### src/rtl/serial_subtractor.sv
// Bit-serial WIDTH-bit subtractor: diff = a - b - bin, one bit per clock, LSB first.
// A single full-subtract cell walks the operands while a registered borrow carries
// between bit positions.
//
// Ports:
//   clk, rst_n            clock, asynchronous active-low reset
//   in_valid / in_ready   operand handshake (a, b, bin); in_ready only in IDLE
//   a, b, bin             minuend, subtrahend, borrow-in
//   out_valid / out_ready result handshake; out_valid only in DONE
//   diff, bout            a - b - bin modulo 2^WIDTH, final borrow (a < b + bin)
module serial_subtractor #(
    parameter int unsigned WIDTH = 8
) (
    input  logic             clk,
    input  logic             rst_n,
    input  logic             in_valid,
    output logic             in_ready,
    input  logic [WIDTH-1:0] a,
    input  logic [WIDTH-1:0] b,
    input  logic             bin,
    output logic             out_valid,
    input  logic             out_ready,
    output logic [WIDTH-1:0] diff,
    output logic             bout
);

    localparam int unsigned CNT_W = (WIDTH > 1) ? $clog2(WIDTH) : 1;

    typedef enum logic [1:0] {
        IDLE  = 2'd0,
        SHIFT = 2'd1,
        DONE  = 2'd2
    } state_t;

    state_t             state;
    state_t             state_nxt;
    logic [CNT_W-1:0]   cnt;
    logic [WIDTH-1:0]   ra;
    logic [WIDTH-1:0]   rb;
    logic [WIDTH-1:0]   rd;
    logic               borrow;
    logic               cell_d;
    logic               cell_bo;
    logic               last_bit;

    // Full-subtract cell on the current LSBs and the running borrow.
    always_comb begin
        cell_d   = ra[0] ^ rb[0] ^ borrow;
        cell_bo  = (~ra[0] & rb[0]) | (~(ra[0] ^ rb[0]) & borrow);
        last_bit = (cnt == CNT_W'(WIDTH - 1));
    end

    // Next-state logic.
    always_comb begin
        state_nxt = state;
        case (state)
            IDLE:    if (in_valid)  state_nxt = SHIFT;
            SHIFT:   if (last_bit)  state_nxt = DONE;
            DONE:    if (out_ready) state_nxt = IDLE;
            default:                state_nxt = IDLE;
        endcase
    end

    // State register; handshake flags are registered from the next state.
    always_ff @(posedge clk or negedge rst_n) begin
        if (!rst_n) begin
            state     <= IDLE;
            in_ready  <= 1'b1;
            out_valid <= 1'b0;
        end else begin
            state     <= state_nxt;
            in_ready  <= (state_nxt == IDLE);
            out_valid <= (state_nxt == DONE);
        end
    end

    // Datapath: operand capture, serial shift, result/borrow accumulation.
    always_ff @(posedge clk or negedge rst_n) begin
        if (!rst_n) begin
            ra     <= '0;
            rb     <= '0;
            rd     <= '0;
            borrow <= 1'b0;
            bout   <= 1'b0;
            cnt    <= '0;
        end else begin
            case (state)
                IDLE: begin
                    if (in_valid) begin
                        ra     <= a;
                        rb     <= b;
                        borrow <= bin;
                        cnt    <= '0;
                    end
                end
                SHIFT: begin
                    rd     <= {cell_d, rd[WIDTH-1:1]};
                    ra     <= ra >> 1;
                    rb     <= rb >> 1;
                    borrow <= cell_bo;
                    if (last_bit) begin
                        cnt  <= '0;
                        // bout mirrors the borrow only once the result is final.
                        bout <= cell_bo;
                    end else begin
                        cnt  <= cnt + CNT_W'(1);
                    end
                end
                default: ;
            endcase
        end
    end

    assign diff = rd;

endmodule
### config.mk
export PLATFORM = sky130hd
export DESIGN_NAME = serial_subtractor
export DESIGN_NICKNAME = d
export VERILOG_FILES = /design/src/rtl/serial_subtractor.sv
export SDC_FILE = /design/constraint.sdc
export NUM_CORES = 1
export LEC_CHECK = 0
export ABC_AREA = 1
export CAP_MARGIN = 40
export CELL_PAD_IN_SITES_DETAIL_PLACEMENT = 1
export CELL_PAD_IN_SITES_GLOBAL_PLACEMENT = 1
export CORE_ASPECT_RATIO = 1.1
export CORE_MARGIN = 4
export CORE_UTILIZATION = 33
export CTS_BUF_LIST = sky130_fd_sc_hd__clkbuf_8 sky130_fd_sc_hd__clkbuf_16
export DETAILED_ROUTE_END_ITERATION = 12
export GPL_TIMING_DRIVEN = 0
export PLACE_DENSITY_LB_ADDON = 0.05
export SYNTH_ARGS = -nofsm -noshare
export SYNTH_HDL_FRONTEND = slang
export SYNTH_SLANG_ARGS = --single-unit
### constraint.sdc
create_clock -name clk -period 1.2 [get_ports clk]
set_input_delay 0.24 -clock clk [delete_from_list [all_inputs] [get_ports clk]]
set_output_delay 0.24 -clock clk [all_outputs]
set_load 0.005 [all_outputs]
==> flow_metrics.py, run 1 <==
metrics = {
    "logic_synthesis": {
        "syn_nets": 213,
        "ys_ff_latch": 33,
        "seq_area_frac_synth": 0.5344,
        "avgSynthCellArea_um2": 8.189,
        "syn-instance-count": 189,
        "yosysUniqueCellTypes": 15,
        "yosys_warnings": 0,
        "netlist_area_um2": 1548,
    },
    "global_route": {
        "grt_pass1_wl_um": 7162,
        "grt-ovfl-total": 0,
        "antenna_found_initial": 0,
        "use_met3": 0.04282,
        "grt_pass1_vias": 1529,
        "grt_usage": 0.1575,
        "grt_max_degree": 34,
        "met1_usage": 0.1870,
        "met2_usage": 0.2782,
        "busiest_layer": "met2",
    },
    "power": {
        "total_power_mw": 5.303,
        "swShare": 0.3857,
        "p_sw_mw": 2.045,
        "p_int_mw": 3.258,
        "clkPwrFrac": 0.168,
        "leakage_nw": 1.160,
        "seq_power_share": 0.352,
        "p_per_area_nw_per_um2": 2448,
        "combPwrFrac": 0.480,
        "max-vdd-ir-drop_uv": 884.4,
    },
    "sta": {
        "finalWorstSetupSlack_ps": 2.543,
        "rsz0062_at_grt": "true",
        "slew_headroom": 0.4906,
        "fmax_mhz": 835.1,
        "setup_viol": 0,
        "whs_ps": 20.04,
        "fin_worst_skew_ps": 9.531,
        "finalMaxSlewViolations": 0,
        "final.min_clock_period_ps": 1197,
        "setup_tns_ps": 0,
        "hold_viol": 0,
        "period_share": 0.9979,
        "tightest_slew_ps": 764.1,
    },
    "drt": {
        "drtIter0Drc": 44,
        "vias": 1418,
        "wire_per_inst_um": 13.98,
        "drt_pre_antenna_iters": 4,
        "ant_nets": 0,
        "routed_wl_um": 4193,
        "via_per_inst": 4.727,
        "drc": 0,
    },
    "die": {
        "core_region_area_um2": 4410,
        "start_util": 0.3509,
        "die_h_um": 79.83,
        "die-area_um2": 5851,
        "fp-row-count": 25,
        "ios": 32,
        "die_w_um": 73.30,
    },
    "critical_path": {
        "cp-end-kind": "output port",
        "slowest_delay_ps": 390,
        "required_ps": 960,
        "startpoint_type": "register",
        "path_buf_inv": 1,
        "cp_slowest_cell": "dfrtp_1",
        "critPathTopFamily": "flip-flops",
        "worst-path-max-fanout": 2,
        "worst_ep_arrival_time_ps": 960,
        "crit_chain": "dlygate4sd2_1",
        "startpoint": "diff[6]",
        "crit_type": "reg -> out",
        "worstReg2RegStart": "borrow",
    },
    "job": {
        "maxCapViolCount": 0,
    },
    "clock_network": {
        "root_buffer": "clkbuf_8",
        "cts_max_path_buffers": 2,
        "cts_inserted_buffers": 5,
        "tritoncts": "yes",
        "cts.clk_slew.worst_paths_ps": 70,
        "cts.sinks": 33,
        "htreeDepth": 2,
        "clk_latency_ps": 290,
    },
    "placement": {
        "pre_cts_slack_ps": -256.0,
        "numPortBuffers": 31,
        "dp_hpwl_um": 2940,
        "place_congestion": 0.7778,
    },
    "min_path": {
        "hold_class": "in -> async",
    },
    "final_layout": {
        "fin_nets": 269,
        "antenna_cells": 0,
        "utilization": 0.4911,
        "fillCellCount": 540,
        "drive_gt1_frac": 0.2033,
        "syn_to_final_growth_pct": 39.94,
    },
    "run_status": {
        "outcome": "completed",
    },
}
## logic make-up after synthesis
| kind of cell | after synthesis | share of synthesized area |
|---|---|---|
| and+or+nand+nor | 119 | 0.3072 |
| buffers and inverters | 20 | 0.07680 |
| DFF | 33 | 0.5344 |
| adders and majority gates | 3 | 0.02910 |
| AOI/OAI and AO/OA | 14 | 0.05255 |
## timing repair
item / in CTS / in global routing
hold buffers: 0 / 0
setup endpoints to repair: 32 / 31
resized for setup: 19 / 12
setup buffers: 6 / 12
pin swaps: 1 / 2
## through the flow
stage	cells	cell area [um^2]
2_1_floorplan	189	1548
3_3_place_gp	274	1926
3_5_place_dp	274	1921
4_1_cts	288	2051
5_1_grt	300	2166
6_report	300	2166
## sequential cells by signal, summed over array words and instances, names as in the netlist
register / count
diff: 8
ra: 8
in_ready: 1
rb: 8
state: 2
borrow: 1
cnt: 3
out_valid: 1
bout: 1
## cell usage in the layout, fill, tap and decap left out, types with 2 or more instances in the layout
| cell | instances |
|---|---|
| clkdlybuf4s50_1 | 19 |
| clkdlybuf4s15_1 | 3 |
| buf_2 | 3 |
| dlygate4sd2_1 | 6 |
| buf_6 | 4 |
| inv_2 | 3 |
| nand2_1 | 98 |
| clkinv_4 | 2 |
| o21ai_1 | 2 |
| buf_4 | 21 |
| o21ai_0 | 11 |
| inv_1 | 7 |
| nand3_1 | 16 |
| clkbuf_8 | 6 |
| dfrtp_1 | 32 |
## Yosys cell counts
library cell	count	area [um^2]
buf_4	3	22.52
nand2_4	1	11.26
buf_2	2	10.01
nand3_1	17	85.08
ha_1	2	25.02
inv_1	8	30.03
buf_6	4	45.04
o21ai_4	1	16.27
dfstp_2	1	26.28
dfrtp_1	32	800.8
o21ai_0	13	65.06
inv_2	3	11.26
fa_1	1	20.02
nand2_1	99	371.6
nor2_1	2	7.510
## routing by layer
layer	share of wire	vias to the layer above
met5	0	-
met3	0.047	4
met4	0.0076	0
li1	-	696
met1	0.42	691
met2	0.53	27
## final cells by class
class | count | area, um^2 | area share
plain buffers | 9 | 80.08 | 0.03697
clock buffers | 6 | 82.58 | 0.03813
clock inverters | 2 | 13.76 | 0.006355
inverters | 11 | 46.29 | 0.02137
multi-input cells | 136 | 625.6 | 0.2889
flip-flops and latches | 33 | 827.0 | 0.3819
well taps | 54 | 67.56 | 0.03120
repair buffers | 49 | 422.9 | 0.1953
## worst paths after layout
| path | endpoint | slack, ps | cells past startpoint |
|---|---|---|---|
| worst max register to register | diff[7] | 50 | 2 |
| worst max-delay path | diff[6] | 3 | 1 |
| min in group clk | ra[2] | 490 | 2 |
| worst min register to register | ra[2] | 490 | 2 |
| worst min-delay path | diff[4] | 20 | 1 |
| max in group asynchronous | ra[6] | 690 | 1 |
## power by group through the flow
stage	registers (mW)	logic (mW)	clock network, mW
2_1_floorplan	1.84	1.40	0
3_3_place_gp	1.86	2.13	0
3_5_place_dp	1.89	2.26	0
4_1_cts	1.86	2.30	0.921
5_1_grt	1.93	2.91	0.988
6_report	1.87	2.55	0.889
(Power assumes the default switching activity.)
==> inputs of run 2 (changes only) <==
- MAX_ROUTING_LAYER: unset -> met4
==> run 2 against run 1 <==
Largest power group unchanged. Highest routed layer unchanged. Critical endpoint unchanged. Non-clock buffer count unchanged. Critical path type unchanged. Register-to-register slack barely moved. Sequential share of layout area stayed put. Clock power hardly changed. Routed wire length hardly changed. Core utilization unchanged. Count of clock-buffer cells in the layout unchanged. Critical path depth stayed put.
==> flow_metrics.py, run 2 (synthesis results as in run 1) <==
metrics = {
    "run_status": {
        "outcome": "completed",
    },
    "final_layout": {
        "antenna_cells": 0,
        "drive_gt1_frac": 0.2033,
        "layoutNonFillerInstCount": 300,
        "syn_to_final_growth_pct": 39.94,
        "utilization": 0.4911,
        "fin_nets": 269,
        "fin_area_um2": 2166,
        "layout_commonest_cell": "nand2_1",
        "final_cell_mix": "nand2_1, dfrtp_1, buf_4, clkdlybuf4s50_1, nand3_1",
    },
    "sta": {
        "fin_worst_skew_ps": 9.531,
        "final.min_clock_period_ps": 1197,
        "fmax_mhz": 835.1,
        "rsz0062_at_grt": "true",
        "slew_headroom": 0.4906,
        "hold_viol": 0,
        "period_share": 0.9979,
        "whs_ps": 20.05,
        "tightest_slew_ps": 764.2,
        "finalMaxSlewViolations": 0,
        "setup_viol": 0,
    },
    "placement": {
        "place_congestion": 0.7884,
        "dp_hpwl_um": 2940,
        "numPortBuffers": 31,
        "postPlaceCellArea_um2": 1921,
        "dp.cells": 274,
    },
    "critical_path": {
        "r2r-end": "diff[7]",
        "cp_slowest_cell": "dfrtp_1",
        "worstReg2RegStart": "borrow",
        "path_buf_inv": 1,
        "required_ps": 960,
        "startpoint_type": "register",
        "r2r_slack_ps": 50,
        "worst-path-max-fanout": 2,
        "slowest_delay_ps": 390,
        "worst_ep_arrival_time_ps": 960,
        "critPathTopFamily": "flip-flops",
        "crit_chain": "dlygate4sd2_1",
        "cp-end-kind": "output port",
        "reg2reg_depth": 2,
        "crit_type": "reg -> out",
    },
    "global_route": {
        "grt_max_degree": 34,
        "grt_pass1_vias": 1529,
        "antenna_found_initial": 0,
        "grt_usage": 0.1616,
        "grt-ovfl-total": 0,
        "grt_pass1_wl_um": 7162,
    },
    "die": {
        "die-area_um2": 5851,
        "die_w_um": 73.30,
        "ios": 32,
        "fp-row-count": 25,
        "die_h_um": 79.83,
        "core_region_area_um2": 4410,
        "start_util": 0.3509,
    },
    "clock_network": {
        "cts_hold_buf": 0,
        "root_buffer": "clkbuf_8",
        "htreeDepth": 2,
        "cts.clk_slew.worst_paths_ps": 70,
        "tritoncts": "yes",
        "clk_latency_ps": 290,
        "cts_max_path_buffers": 2,
        "cts_inserted_buffers": 5,
        "cts.sinks": 33,
    },
    "power": {
        "max-vdd-ir-drop_uv": 884.4,
        "p_per_area_nw_per_um2": 2448,
        "leakage_nw": 1.160,
        "total_power_mw": 5.302,
    },
    "drt": {
        "drt_pre_antenna_iters": 4,
        "routed_wl_um": 4191,
        "drtIter0Drc": 45,
        "wire_per_inst_um": 13.97,
        "drc": 0,
        "vias": 1418,
        "ant_nets": 0,
        "via_per_inst": 4.727,
    },
    "min_path": {
        "hold_class": "in -> async",
    },
    "job": {
        "maxCapViolCount": 0,
    },
}
run 2: cell counts in the layout (fill, tap and decap cells not counted):
Identical to the previous run, type by type.
run 2: cell type report:
| cell class | instances | area [um^2] |
|---|---|---|
| tap | 54 | 67.56 |
| timing repair buffer | 49 | 422.9 |
| fill | 540 | 2245 |
| buffer | 9 | 80.08 |
| inverter | 11 | 46.29 |
| sequential | 33 | 827.0 |
| clock buffer | 6 | 82.58 |
| multi-input combinational | 136 | 625.6 |
| clock inverter | 2 | 13.76 |
run 2: report_power, final:
group	switching, mW	internal (mW)
sequential	0.267	1.60
combinational	1.35	1.19
clock	0.423	0.465
run 2: how the worst max path moves through the flow:
| stage | startpoint | to | slack, ps | depth (start not counted) |
|---|---|---|---|---|
| 4_1_cts | state[1] | rb[3] | 7 | 7 |
| 5_1_grt | diff[0] | diff[0] | -40 | 1 |
| 3_3_place_gp | rst_n | ra[3] | -810 | 1 |
| 2_1_floorplan | ra[0] | borrow | 80 | 6 |
| 6_report | diff[6] | diff[6] | 3 | 1 |
| 3_5_place_dp | in_valid | rb[0] | -260 | 6 |
run 2: through the flow:
step / worst slack, ps / setup TNS (ps)
6_report: 2.543 / 0
5_1_grt: -35.68 / -292.8
4_1_cts: 7.237 / 0
3_5_place_dp: -256.0 / -4306
3_3_place_gp: -807.0 / -28930
2_1_floorplan: 76.01 / 0
run 2: what timing repair did:
item	in CTS	in global routing
pin swaps	1	2
endpoints found under the setup margin	32	31
buffers inserted	6	12
gates resized for setup	19	12
run 2: layer usage:
layer,up-vias,routed length (um),track usage
met1,691,1765,0.1885
li1,696,-,-
met2,27,2208,0.2782
met4,0,32,0.03804
met5,-,0,-
met3,4,185,0.04030
==> inputs of run 3 (changes only) <==
- CELL_PAD_IN_SITES_DETAIL_PLACEMENT: 1 -> unset
- CELL_PAD_IN_SITES_GLOBAL_PLACEMENT: 1 -> unset
- CORE_UTILIZATION: 33 -> 40
==> run 3 against run 2 <==
Routed wire length down 22%. Die area down 16%. Critical endpoint is now diff[1]. Hold slack better by 2.3 ps. Clock skew down 5.4 ps. Largest power group unchanged. Setup slack better by 40 ps.
==> flow_metrics.py, run 3 (synthesis results as in run 1) <==
metrics = {
    "global_route": {
        "grt_pass1_vias": 1270,
        "grt_usage": 0.1590,
        "grt-ovfl-total": 0,
        "grt_max_degree": 34,
        "antenna_found_initial": 0,
        "grt_pass1_wl_um": 5706,
    },
    "critical_path": {
        "critPathCapture": "diff[1]",
        "r2r_slack_ps": 50,
        "cp_slowest_cell": "dfrtp_1",
        "worst_ep_arrival_time_ps": 920,
        "worstSetupPathDepth": 1,
        "r2r-end": "borrow",
        "worstReg2RegStart": "borrow",
        "startpoint_type": "register",
        "worst-path-max-fanout": 2,
        "crit_type": "reg -> out",
        "required_ps": 960,
        "reg2reg_depth": 5,
        "crit_chain": "dlygate4sd2_1",
        "path_buf_inv": 1,
        "critPathTopFamily": "flip-flops",
        "slowest_delay_ps": 380,
        "cp-end-kind": "output port",
        "startpoint": "diff[1]",
    },
    "final_layout": {
        "syn_to_final_growth_pct": 33.06,
        "fillCellCount": 376,
        "fin_area_um2": 2059,
        "utilization": 0.5591,
        "fin_nets": 257,
        "final_cell_mix": "nand2_1, dfrtp_1, clkdlybuf4s50_1, nand3_1, o21ai_0",
        "layout_commonest_cell": "nand2_1",
        "drive_gt1_frac": 0.1453,
        "antenna_cells": 0,
    },
    "sta": {
        "whs_ps": 22.32,
        "final.min_clock_period_ps": 1157,
        "fmax_mhz": 864.0,
        "setup_viol": 0,
        "tightest_slew_ps": 744.6,
        "finalMaxSlewViolations": 0,
        "period_share": 0.9645,
        "fin_worst_skew_ps": 4.099,
        "hold_viol": 0,
        "finalWorstSetupSlack_ps": 42.55,
        "rsz0062_at_grt": "true",
        "slew_headroom": 0.5036,
        "setup_tns_ps": 0,
    },
    "clock_network": {
        "htreeDepth": 2,
        "tritoncts": "yes",
        "cts.sinks": 33,
        "root_buffer": "clkbuf_8",
        "cts.clk_slew.worst_paths_ps": 60,
        "cts_inserted_buffers": 5,
        "cts_max_path_buffers": 2,
        "clk_latency_ps": 280,
    },
    "power": {
        "p_per_area_nw_per_um2": 2354,
        "combPwrFrac": 0.447,
        "max-vdd-ir-drop_uv": 1050,
        "p_sw_mw": 1.831,
        "seq_power_share": 0.382,
        "clkPwrFrac": 0.170,
        "leakage_nw": 1.103,
        "p_int_mw": 3.017,
        "swShare": 0.3777,
    },
    "drt": {
        "drt_pre_antenna_iters": 4,
        "drtIter0Drc": 60,
        "drc": 0,
        "vias": 1337,
        "ant_nets": 0,
        "via_per_inst": 4.708,
        "routed_wl_um": 3271,
        "wire_per_inst_um": 11.52,
    },
    "die": {
        "core_region_area_um2": 3684,
        "start_util": 0.4202,
        "ios": 32,
        "fp-row-count": 23,
        "die_h_um": 73.24,
        "die_w_um": 67.31,
        "die-area_um2": 4930,
    },
    "job": {
        "maxCapViolCount": 0,
    },
    "placement": {
        "pre_cts_slack_ps": -167.3,
        "place_congestion": 0.7892,
        "postPlaceCellArea_um2": 1916,
        "dp_hpwl_um": 2229,
        "numPortBuffers": 31,
    },
    "min_path": {
        "hold_class": "in -> async",
    },
    "run_status": {
        "outcome": "completed",
    },
}
## run 3: cell count changes in the layout (fill, tap and decap cells not counted), sizes merged
cell and delta:
clkinv -2, buf -11, inv +2, clkdlybuf4s15 -1
dlygate4sd2 +2, clkbuf -2
## run 3: per-layer routing
layer | vias to the layer above | part of all wire | global-route usage
met2 | 38 | 0.48 | 0.2391
met3 | 5 | 0.053 | 0.05085
met4 | 0 | 0.015 | 0.05405
li1 | 676 | - | -
met5 | - | 0 | -
met1 | 618 | 0.46 | 0.2018
## run 3: area by class of cell
class                   count  area, um^2  share of cell area
multi-input cells         136       621.8              0.3019
clock buffers               6       82.58             0.04010
inverters                  11       48.80             0.02369
flip-flops and latches     33       827.0              0.4016
repair buffers             38       342.8              0.1665
plain buffers               8       66.31             0.03220
clock inverters             2       7.507            0.003645
well taps                  50       62.56             0.03038
## run 3: how the worst min path moves through the flow
stage           start  endpoint  cells past startpoint
2_1_floorplan   rst_n    borrow                      0
3_5_place_dp    rst_n     rb[7]                      1
3_3_place_gp   cnt[1]    cnt[1]                      2
5_1_grt         rst_n     ra[1]                      1
6_report        rst_n     rb[7]                      1
4_1_cts         rst_n   diff[6]                      1
## run 3: through the flow
step	instances	power, mW
floorplan	189	3.243
global placement	270	3.942
detailed placement	270	3.996
CTS	282	4.827
global route	284	5.316
finish	284	4.848
## run 3: repair_timing
item | 4_1_cts | 5_1_grt
buffers inserted | 4 | 3
hold buffers | 0 | 0
endpoints found under the setup margin | 20 | 13
resized for setup | 17 | 9
hold endpoints to repair | 0 | 0
pin swaps | 0 | 2
## run 3: power groups by stage
| stage | clock network, mW | logic, mW | registers, mW |
|---|---|---|---|
| CTS | 0.853 | 2.14 | 1.84 |
| finish | 0.827 | 2.17 | 1.85 |
| detailed placement | 0 | 2.13 | 1.87 |
| floorplan | 0 | 1.40 | 1.84 |
| global route | 0.914 | 2.49 | 1.91 |
| global placement | 0 | 2.09 | 1.86 |
